==> config.mk <==
export PLATFORM = sky130hd
export DESIGN_NAME = phase_timer_flat
export DESIGN_NICKNAME = d
export VERILOG_FILES = /design/src/rtl/traffic_pkg.sv /design/src/rtl/phase_timer_if.sv /design/src/rtl/phase_timer_tick_prescaler.sv /design/src/rtl/phase_timer.sv /design/src/flat_wrapper.sv
export SDC_FILE = /design/constraint.sdc
export NUM_CORES = 1
export LEC_CHECK = 0
export CAP_MARGIN = 10
export CORE_MARGIN = 3
export CORE_UTILIZATION = 34
export DETAILED_ROUTE_END_ITERATION = 10
export PLACE_DENSITY = 0.58
export SETUP_SLACK_MARGIN = 0.4
export SLEW_MARGIN = 20
export SYNTH_ARGS = -nofsm -noshare
export SYNTH_HDL_FRONTEND = slang
export SYNTH_SLANG_ARGS = --single-unit
==> constraint.sdc <==
create_clock -name clock -period 1.58 [get_ports clock]
set_input_delay 0.158 -clock clock [delete_from_list [all_inputs] [get_ports clock]]
set_output_delay 0.158 -clock clock [all_outputs]
set_load 0.01 [all_outputs]
==> src/rtl/traffic_pkg.sv <==
// Shared types and constants for the traffic light timebase.
// Phase durations are expressed in ticks of the phase timer.
package traffic_pkg;

    typedef enum logic [1:0] {
        IDLE = 2'd0,
        RUN  = 2'd1,
        HOLD = 2'd2
    } timer_state_t;

    localparam int unsigned DIV_MAX_BOARD = 26_999_999;
    localparam int unsigned DIV_MAX_SIM   = 3;

    localparam int unsigned PHASE_GREEN  = 20;
    localparam int unsigned PHASE_YELLOW = 3;
    localparam int unsigned PHASE_RED    = 15;

    function automatic int unsigned div_width(input int unsigned dmax);
        return (dmax == 0) ? 1 : $clog2(dmax + 1);
    endfunction

endpackage

==> src/rtl/phase_timer_if.sv <==
// Load/pause controls and countdown status of one phase timer.
// The controller is the master, the timer the slave.
interface phase_timer_if #(
    parameter int SEC_W = 6
);
    logic             load;
    logic [SEC_W-1:0] load_value;
    logic             pause;
    logic             tick;
    logic [SEC_W-1:0] remaining;
    logic             busy;
    logic             expired;

    modport master (
        output load,
        output load_value,
        output pause,
        input  tick,
        input  remaining,
        input  busy,
        input  expired
    );

    modport slave (
        input  load,
        input  load_value,
        input  pause,
        output tick,
        output remaining,
        output busy,
        output expired
    );
endinterface

==> src/rtl/phase_timer_tick_prescaler.sv <==
// Free-running 0..DIV_MAX clock divider with synchronous clear.
// wrap is combinational at the terminal count.
module tick_prescaler
    import traffic_pkg::*;
#(
    parameter int unsigned DIV_MAX = DIV_MAX_SIM
) (
    input  logic clock,
    input  logic reset_n,
    input  logic clear,
    input  logic enable,
    output logic wrap
);
    localparam int unsigned DIV_W = div_width(DIV_MAX);
    localparam logic [DIV_W-1:0] TERM = DIV_W'(DIV_MAX);

    logic [DIV_W-1:0] cnt_q;
    logic [DIV_W-1:0] cnt_d;

    assign wrap = (cnt_q == TERM);

    always_comb begin
        cnt_d = cnt_q;
        if (clear) begin
            cnt_d = '0;
        end else if (enable) begin
            cnt_d = wrap ? '0 : cnt_q + 1'b1;
        end
    end

    always_ff @(posedge clock or negedge reset_n) begin
        if (!reset_n) begin
            cnt_q <= '0;
        end else begin
            cnt_q <= cnt_d;
        end
    end

endmodule

==> src/rtl/phase_timer.sv <==
// Tick timebase and phase countdown with pause/hold and reload.
// All outputs are registered.
module phase_timer
    import traffic_pkg::*;
#(
    parameter int unsigned DIV_MAX = DIV_MAX_SIM,
    parameter int          SEC_W   = 6
) (
    input  logic          clock,
    input  logic          reset_n,
    phase_timer_if.slave  tmr
);
    localparam logic [SEC_W-1:0] ONE = SEC_W'(1);

    timer_state_t     state_q;
    logic [SEC_W-1:0] rem_q;
    logic             tick_q;
    logic             exp_q;
    logic             busy_q;
    logic             wrap;
    logic             w;

    assign w = wrap & ~tmr.pause & ~tmr.load;

    tick_prescaler #(
        .DIV_MAX (DIV_MAX)
    ) u_pre (
        .clock   (clock),
        .reset_n (reset_n),
        .clear   (tmr.load),
        .enable  (~tmr.pause),
        .wrap    (wrap)
    );

    always_ff @(posedge clock or negedge reset_n) begin
        if (!reset_n) begin
            state_q <= IDLE;
            rem_q   <= '0;
            tick_q  <= 1'b0;
            exp_q   <= 1'b0;
            busy_q  <= 1'b0;
        end else begin
            tick_q <= w;
            exp_q  <= 1'b0;
            if (tmr.load) begin
                rem_q <= tmr.load_value;
                if (tmr.load_value == '0) begin
                    exp_q   <= 1'b1;
                    state_q <= IDLE;
                    busy_q  <= 1'b0;
                end else begin
                    state_q <= tmr.pause ? HOLD : RUN;
                    busy_q  <= 1'b1;
                end
            end else if (tmr.pause) begin
                if (state_q != IDLE) begin
                    state_q <= HOLD;
                end
            end else if (state_q != IDLE) begin
                // A frozen terminal count wraps on the resume edge,
                // so a pause shifts later events by exactly its length.
                state_q <= RUN;
                if (w) begin
                    if (rem_q == ONE) begin
                        rem_q   <= '0;
                        exp_q   <= 1'b1;
                        state_q <= IDLE;
                        busy_q  <= 1'b0;
                    end else begin
                        rem_q <= rem_q - ONE;
                    end
                end
            end
        end
    end

    assign tmr.tick      = tick_q;
    assign tmr.remaining = rem_q;
    assign tmr.busy      = busy_q;
    assign tmr.expired   = exp_q;

endmodule
==> src/flat_wrapper.sv <==
// flat-port wrapper written by rule: the top's interface ports become plain ports
module phase_timer_flat import traffic_pkg::*;
#(
    parameter int unsigned DIV_MAX = DIV_MAX_SIM,
    parameter int          SEC_W   = 6
)
  (clock, reset_n, tmr_load, tmr_load_value, tmr_pause, tmr_tick, tmr_remaining, tmr_busy, tmr_expired);
  phase_timer_if #(.SEC_W(SEC_W)) tmr_i ();
  input  logic clock;
  input  logic reset_n;
  input wire logic [$bits(tmr_i.load)-1:0] tmr_load;
  input wire logic [$bits(tmr_i.load_value)-1:0] tmr_load_value;
  input wire logic [$bits(tmr_i.pause)-1:0] tmr_pause;
  output wire logic [$bits(tmr_i.tick)-1:0] tmr_tick;
  output wire logic [$bits(tmr_i.remaining)-1:0] tmr_remaining;
  output wire logic [$bits(tmr_i.busy)-1:0] tmr_busy;
  output wire logic [$bits(tmr_i.expired)-1:0] tmr_expired;
  assign tmr_i.load = tmr_load;
  assign tmr_i.load_value = tmr_load_value;
  assign tmr_i.pause = tmr_pause;
  assign tmr_tick = tmr_i.tick;
  assign tmr_remaining = tmr_i.remaining;
  assign tmr_busy = tmr_i.busy;
  assign tmr_expired = tmr_i.expired;
  phase_timer #(.DIV_MAX(DIV_MAX), .SEC_W(SEC_W)) u_core (.clock(clock), .reset_n(reset_n), .tmr(tmr_i));
endmodule
==> results of run 1 <==
## layout by cell type, fill, tap and decap left out, types with 2 or more instances in the layout
cell	instances
clkbuf_4	3
nor2b_1	2
o21ai_1	3
dfrtp_1	11
a21oi_1	5
nor2_1	9
inv_1	2
nor3_1	2
clkdlybuf4s50_1	9
buf_4	12
dlygate4sd2_1	4
buf_6	5
nand4_1	3
mux2i_1	2
nand2_1	7
dfrtp_2	2
a21oi_2	2
## state kept, by name, summed over array words and instances (netlist names)
signal,count
u_core.tmr.expired,1
u_core.u_pre.cnt_q,2
u_core.tmr.busy,1
u_core.tmr.tick,1
u_core.state_q,2
u_core.tmr.remaining,6
## power breakdown
part / internal, mW / switching (mW) / total [mW]
Clock: 0.0982 / 0.115 / 0.213
Sequential: 0.357 / 0.0234 / 0.381
Combinational: 0.122 / 0.105 / 0.227
Total: 0.577 / 0.243 / 0.821
## how the worst max path moves through the flow
stage                                        from                      end  slack (ns)
after detailed placement                tmr_pause  u_core.tmr.remaining[4]      -0.008
after global placement                  tmr_pause  u_core.tmr.remaining[4]        0.02
after floorplan             u_core.u_pre.cnt_q[0]  u_core.tmr.remaining[4]        0.11
after global routing        u_core.u_pre.cnt_q[1]  u_core.tmr.remaining[4]       -0.04
final                     u_core.tmr.remaining[0]  u_core.tmr.remaining[4]        0.04
after CTS                   u_core.u_pre.cnt_q[1]  u_core.tmr.remaining[4]        0.07
## stage by stage
stage               cell area (µm²)  hold slack [ns]  util (%)  power (mW)
finish                         1140            0.178      57.6       0.821
global route                   1140            0.184      57.6       0.881
CTS                            1080            0.184      54.4       0.800
detailed placement             1010            0.489      51.1       0.576
global placement               1010            0.486      51.1       0.576
floorplan                       736           -0.138         -       0.471
## kinds of logic after synthesis
family,after synthesis,synth area share [%]
AO/OA/AOI/OAI,18,16.3
flip-flops,13,45.2
adder cells (fa/ha/maj),3,5.22
multiplexers,4,5.91
buffers and inverters,6,3.30
AND/OR/NAND/NOR,33,24.0
## worst register-to-register path: cells and delay by family, from the launching register on
family | cells | cell delay, ns
buffers and inverters | 1 | 0.09
flip-flops | 1 | 0.44
multiplexers | 2 | 0.57
adder cells (fa/ha/maj) | 1 | 0.19
AND/OR/NAND/NOR | 1 | 0.14
## layout make-up
type,count,area (µm²),share of cell area (%)
Multi-Input combinational cell,58,450,39.5
Inverter,3,11.3,0.987
Sequential cell,13,328,28.7
Tap cell,27,33.8,2.96
Timing Repair Buffer,33,292,25.5
Clock buffer,4,26.3,2.30
## layer usage
| layer | track usage, % | up-vias |
|---|---|---|
| met1 | 20.4 | 324 |
| met3 | 5.44 | 3 |
| met4 | 5.24 | 0 |
| li1 | - | 348 |
| met5 | 0 | - |
| met2 | 28.0 | 15 |
## repair_timing
action                                  in CTS  in global routing
gates resized for setup                     30                 15
buffers inserted                             4                  1
endpoints found under the setup margin      18                 15
pin swaps                                    2                  4
==> results by group, run 1 <==
Run status
  – Status: completed

Route
  – Antenna Nets Post-Route: 0
  – # DRC: 0
  – Vias: 690
  – DR top layer: met4
  – Vias/cell: ~5
  – Violation count after the first detailed-route iteration: 0
  – Met1 WL: ~800 µm
  – Met2 routed WL: roughly 1000 µm
  – First-pass DRT Iterations: 1
  – Routed WL per cell: approximately 14 µm
  – Routed wire length on met3: 97 µm
  – Final wirelength: 1920 µm

GRT
  – Remaining global-route overflow: 0
  – Initial antenna violation count: 0
  – Largest net degree at the start of global routing: 22
  – GRT Util Overall: 16.8%
  – Vias in the first global route: 723
  – First-pass GRT wire length: between 3000 and 4000 µm

Floorplan
  – Row cnt: 16
  – Top-level port count: 19
  – Core footprint: 0.00198 mm²
  – Starting Density: 36.3%
  – Die Footprint: around 0.0027 mm²
  – Chip Width: 52 µm
  – Die H: 52 µm

Timing
  – Unrepaired setup endpoints after global routing: yes
  – Final setup fails: 0
  – Slew HR: 79.8%
  – Final Critical Period: approximately 1.5 ns
  – Setup tns final: 0 ns
  – Final max-slew violation count: 0
  – Worst-Margin Slew: 0.300 ns
  – Fin. Hold Viols: 0
  – Max Clock Skew: between 0.0015 and 0.002 ns
  – Setup WS post-layout: 0.0423 ns
  – Final period util: 97.3%
  – Fmax: ~650 MHz

Yosys
  – Most used DFF post-synth: dfrtp_1
  – Syn_nets: 90
  – Largest cells by area after synthesis: dfrtp_1 (45%), ha_1 (5.2%), a21oi_1 (4.9%), nor2_1 (4.7%), nand2_1 (4.2%)
  – Yosys top cell by area: dfrtp_1
  – Yosys reg bits: 13
  – Avg Inst Size Synth: 9.34 µm²
  – Post-Syn Instances: slightly below 80
  – Yosys warns: 0
  – Number of synthesized flops with an enable pin: 0
  – Yosys top cell area share: 45.2%
  – Most frequent cell after synthesis: dfrtp_1
  – Commonest cells post-synth: dfrtp_1 (13), nor2_1 (9), nand2_1 (8)
  – Async SR Flop Fraction: 100%
  – Seq/Total Area, Yosys: ~45%
  – Synth Cell Area: 719 µm²
  – Cell variety after synth: 28

Worst setup path
  – Max stage delay on crit path: 0.44 ns
  – Worst-path cell chain: inv_1, ha_1, nand4_1, mux2_4, mux2_2
  – Worst Path Required: around 1.8 ns
  – Critical path's top delay family: multiplexers
  – Reg-to-reg slack, setup: 0.04 ns
  – Worst reg2reg path startpoint: u_core.tmr.remaining[0]
  – Slowest CP cell: dfrtp_2
  – Startpoint types: flip-flop
  – Reg2Reg Depth: 5
  – CP endpoint kind: flip-flop
  – WP depth: 5
  – R2r endpoint: u_core.tmr.remaining[4]
  – Bufs and invs on worst path: 1
  – Kind of critical path: reg -> reg
  – CP Max Fanout: 3
  – WP data arrival: 1.71 ns

Power and ir drop
  – Peak supply drop: 0.000537 V
  – PwrDens: 719 mW/mm²
  – Lkg Pwr: 0.507 nW

Placed design
  – Port Buffers: 18
  – Inst Count DP: 129
  – Placer Congestion: 0.744
  – Dpl ws: -0.00777 ns
  – Dpl hpwl: between 1000 and 1500 µm

Finish
  – Fillers: around 190
  – Share of cells above drive strength 1: 36.9%
  – N_diodes: 0
  – Layout area overhead: 58.6%
  – Nets: approximately 130
  – Final cell count without fillers: 138

CTS
  – Clock Latency Late Sink: roughly 0.28 ns
  – Number of buffers created by CTS: 3
  – Clock Tree Root: clkbuf_4
  – Worst-path clk slew: 0.08 ns
  – CTS sink count: 13
  – Clock buffer depth: 2
  – Htree depth: 1
  – Hold Buf Count CTS: 0
  – TritonCTS clock tree: built

Flow run
  – Max cap viols: 0

Hold path
  – Min-Delay Path Class: in -> async
(Power assumes the default switching activity.)
==> run 2: changes to the inputs <==
Settings changed: CORE_UTILIZATION 34 to 41, PLACE_DENSITY 0.58 to 0.68.
==> results by group, run 2 (synthesized netlist as in run 1, its figures left out) <==
Timing
  – Fin. Hold Viols: 0
  – Setup tns final: 0 ns
  – Final setup fails: 0
  – Final Critical Period: 1.51 ns
  – Unrepaired setup endpoints after global routing: yes
  – Fmax: 661 MHz
  – Max Clock Skew: 0.00196 ns
  – Setup WS post-layout: 0.0681 ns
  – Worst-Margin Slew: between 0.2 and 0.25 ns
  – Slew HR: 83.6%
  – Final period util: 95.7%
  – Final max-slew violation count: 0

Power and ir drop
  – PwrDens: about 720 mW/mm²
  – Share of total power in sequential cells: 45.9%
  – Sw Pwr: about 250 µW
  – Part of the power in combinational logic: roughly 28%
  – Clock power frac: 25.9%
  – Peak supply drop: 0.000581 V
  – Lkg Pwr: 0.513 nW
  – Switch share: 30.1%
  – Internal power: between 500 and 600 µW

GRT
  – Initial antenna violation count: 0
  – Largest net degree at the start of global routing: 22
  – Vias in the first global route: 675
  – Remaining global-route overflow: 0
  – GRT Util Overall: 19.7%
  – First-pass GRT wire length: 3080 µm

Finish
  – Commonest non-fill, non-tap cell in the layout: buf_4
  – Fillers: 125
  – Nets: 128
  – Final Util: approximately 72%
  – Most frequent cells in the layout: buf_4 (14), dfrtp_1 (11), nor2_1 (9), clkdlybuf4s50_1 (9), nand2_1 (7)
  – Layout area overhead: 58.8%
  – Share of cells above drive strength 1: 34.2%
  – N_diodes: 0
  – Max FFs per register: 6
  – Final cell count without fillers: 130

Route
  – # DRC: 0
  – Vias: around 760
  – DR top layer: met4
  – Routed wire length on met3: 129 µm
  – First-pass DRT Iterations: 5
  – Antenna Nets Post-Route: 0
  – Violation count after the first detailed-route iteration: 27
  – Met2 routed WL: 950 µm
  – Final wirelength: 2030 µm
  – Routed WL per cell: about 16 µm
  – Met1 WL: slightly below 900 µm
  – Vias/cell: 5.84

Placed design
  – Placer Congestion: 0.807
  – Dpl ws: -0.0205 ns
  – Dpl hpwl: 1370 µm
  – Port Buffers: 18
  – Inst Count DP: 116

CTS
  – CTS sink count: 13
  – Hold Buf Count CTS: 0
  – Clock Tree Root: clkbuf_4
  – Worst-path clk slew: 0.08 ns
  – Number of buffers created by CTS: 3
  – Clock buffer depth: 2
  – Htree depth: 1
  – Clock Latency Late Sink: 0.28 ns
  – TritonCTS clock tree: built

Worst setup path
  – Slowest CP cell: dfrtp_2
  – Worst Path Required: ~1.8 ns
  – Kind of critical path: reg -> reg
  – Worst-path cell chain: inv_1, ha_1, nand4_1, mux2_1, mux2_2
  – CP Max Fanout: 4
  – Startpoint types: flip-flop
  – Max stage delay on crit path: 0.45 ns
  – WP data arrival: about 1.7 ns
  – Critical path's top delay family: multiplexers
  – CP endpoint kind: flip-flop
  – Bufs and invs on worst path: 1

Hold path
  – Min-Delay Path Class: in -> async

Floorplan
  – Starting Density: 45.6%
  – Die Footprint: about 0.0023 mm²
  – Top-level port count: 19
  – Die H: 47.9 µm
  – Chip Width: 47.9 µm
  – Core footprint: 0.00158 mm²
  – Row cnt: 14

Run status
  – Status: completed

Flow run
  – Max cap viols: 0
## run 2: routing by layer
| layer | vias to the layer above | GRT usage (%) |
|---|---|---|
| li1 | 358 | - |
| met1 | 358 | 26.9 |
| met2 | 35 | 28.2 |
| met3 | 8 | 4.14 |
| met4 | 0 | 11.8 |
| met5 | - | 0 |
## run 2: final timing paths
kind	slack [ns]	endpoint	cells past startpoint	from
setup / recovery	0.07	u_core.tmr.remaining[4]	5	u_core.tmr.remaining[0]
hold / removal	0.17	u_core.tmr.busy	2	reset_n
setup reg to reg	0.07	u_core.tmr.remaining[4]	5	u_core.tmr.remaining[0]
hold reg to reg	0.62	u_core.tmr.remaining[5]	2	u_core.tmr.remaining[5]
max in group asynchronous	1.23	u_core.tmr.remaining[2]	2	reset_n
min in group clock	0.44	u_core.tmr.remaining[1]	3	tmr_load_value[1]
## run 2: layout make-up
cell class	count	area [µm²]	area share [%]
Multi-Input combinational cell	58	434	38.0
Sequential cell	13	328	28.7
Timing Repair Buffer	36	323	28.3
Clock buffer	4	26.3	2.30
Tap cell	16	20.0	1.75
Inverter	3	11.3	0.986
## run 2: per-stage QoR
step                cell area, µm²  hold WS, ns  total power, mW
finish                        1140        0.174            0.828
global route                  1140        0.184            0.880
CTS                           1080        0.177            0.801
detailed placement             983        0.484            0.575
global placement               983        0.483            0.570
floorplan                      736       -0.138            0.471
## run 2: power groups by stage
stage,Combinational (mW),Clock [mW],Sequential (mW)
3_5_place_dp,0.188,0,0.387
4_1_cts,0.208,0.216,0.377
3_3_place_gp,0.184,0,0.386
6_report,0.233,0.214,0.380
2_1_floorplan,0.0783,0,0.393
5_1_grt,0.254,0.243,0.383
## run 2: what timing repair did
| action | in CTS | in global routing |
|---|---|---|
| pin swaps | 2 | 5 |
| setup buffers | 9 | 1 |
| endpoints found under the hold margin | 0 | 0 |
| endpoints found under the setup margin | 18 | 15 |
| resized for setup | 25 | 14 |
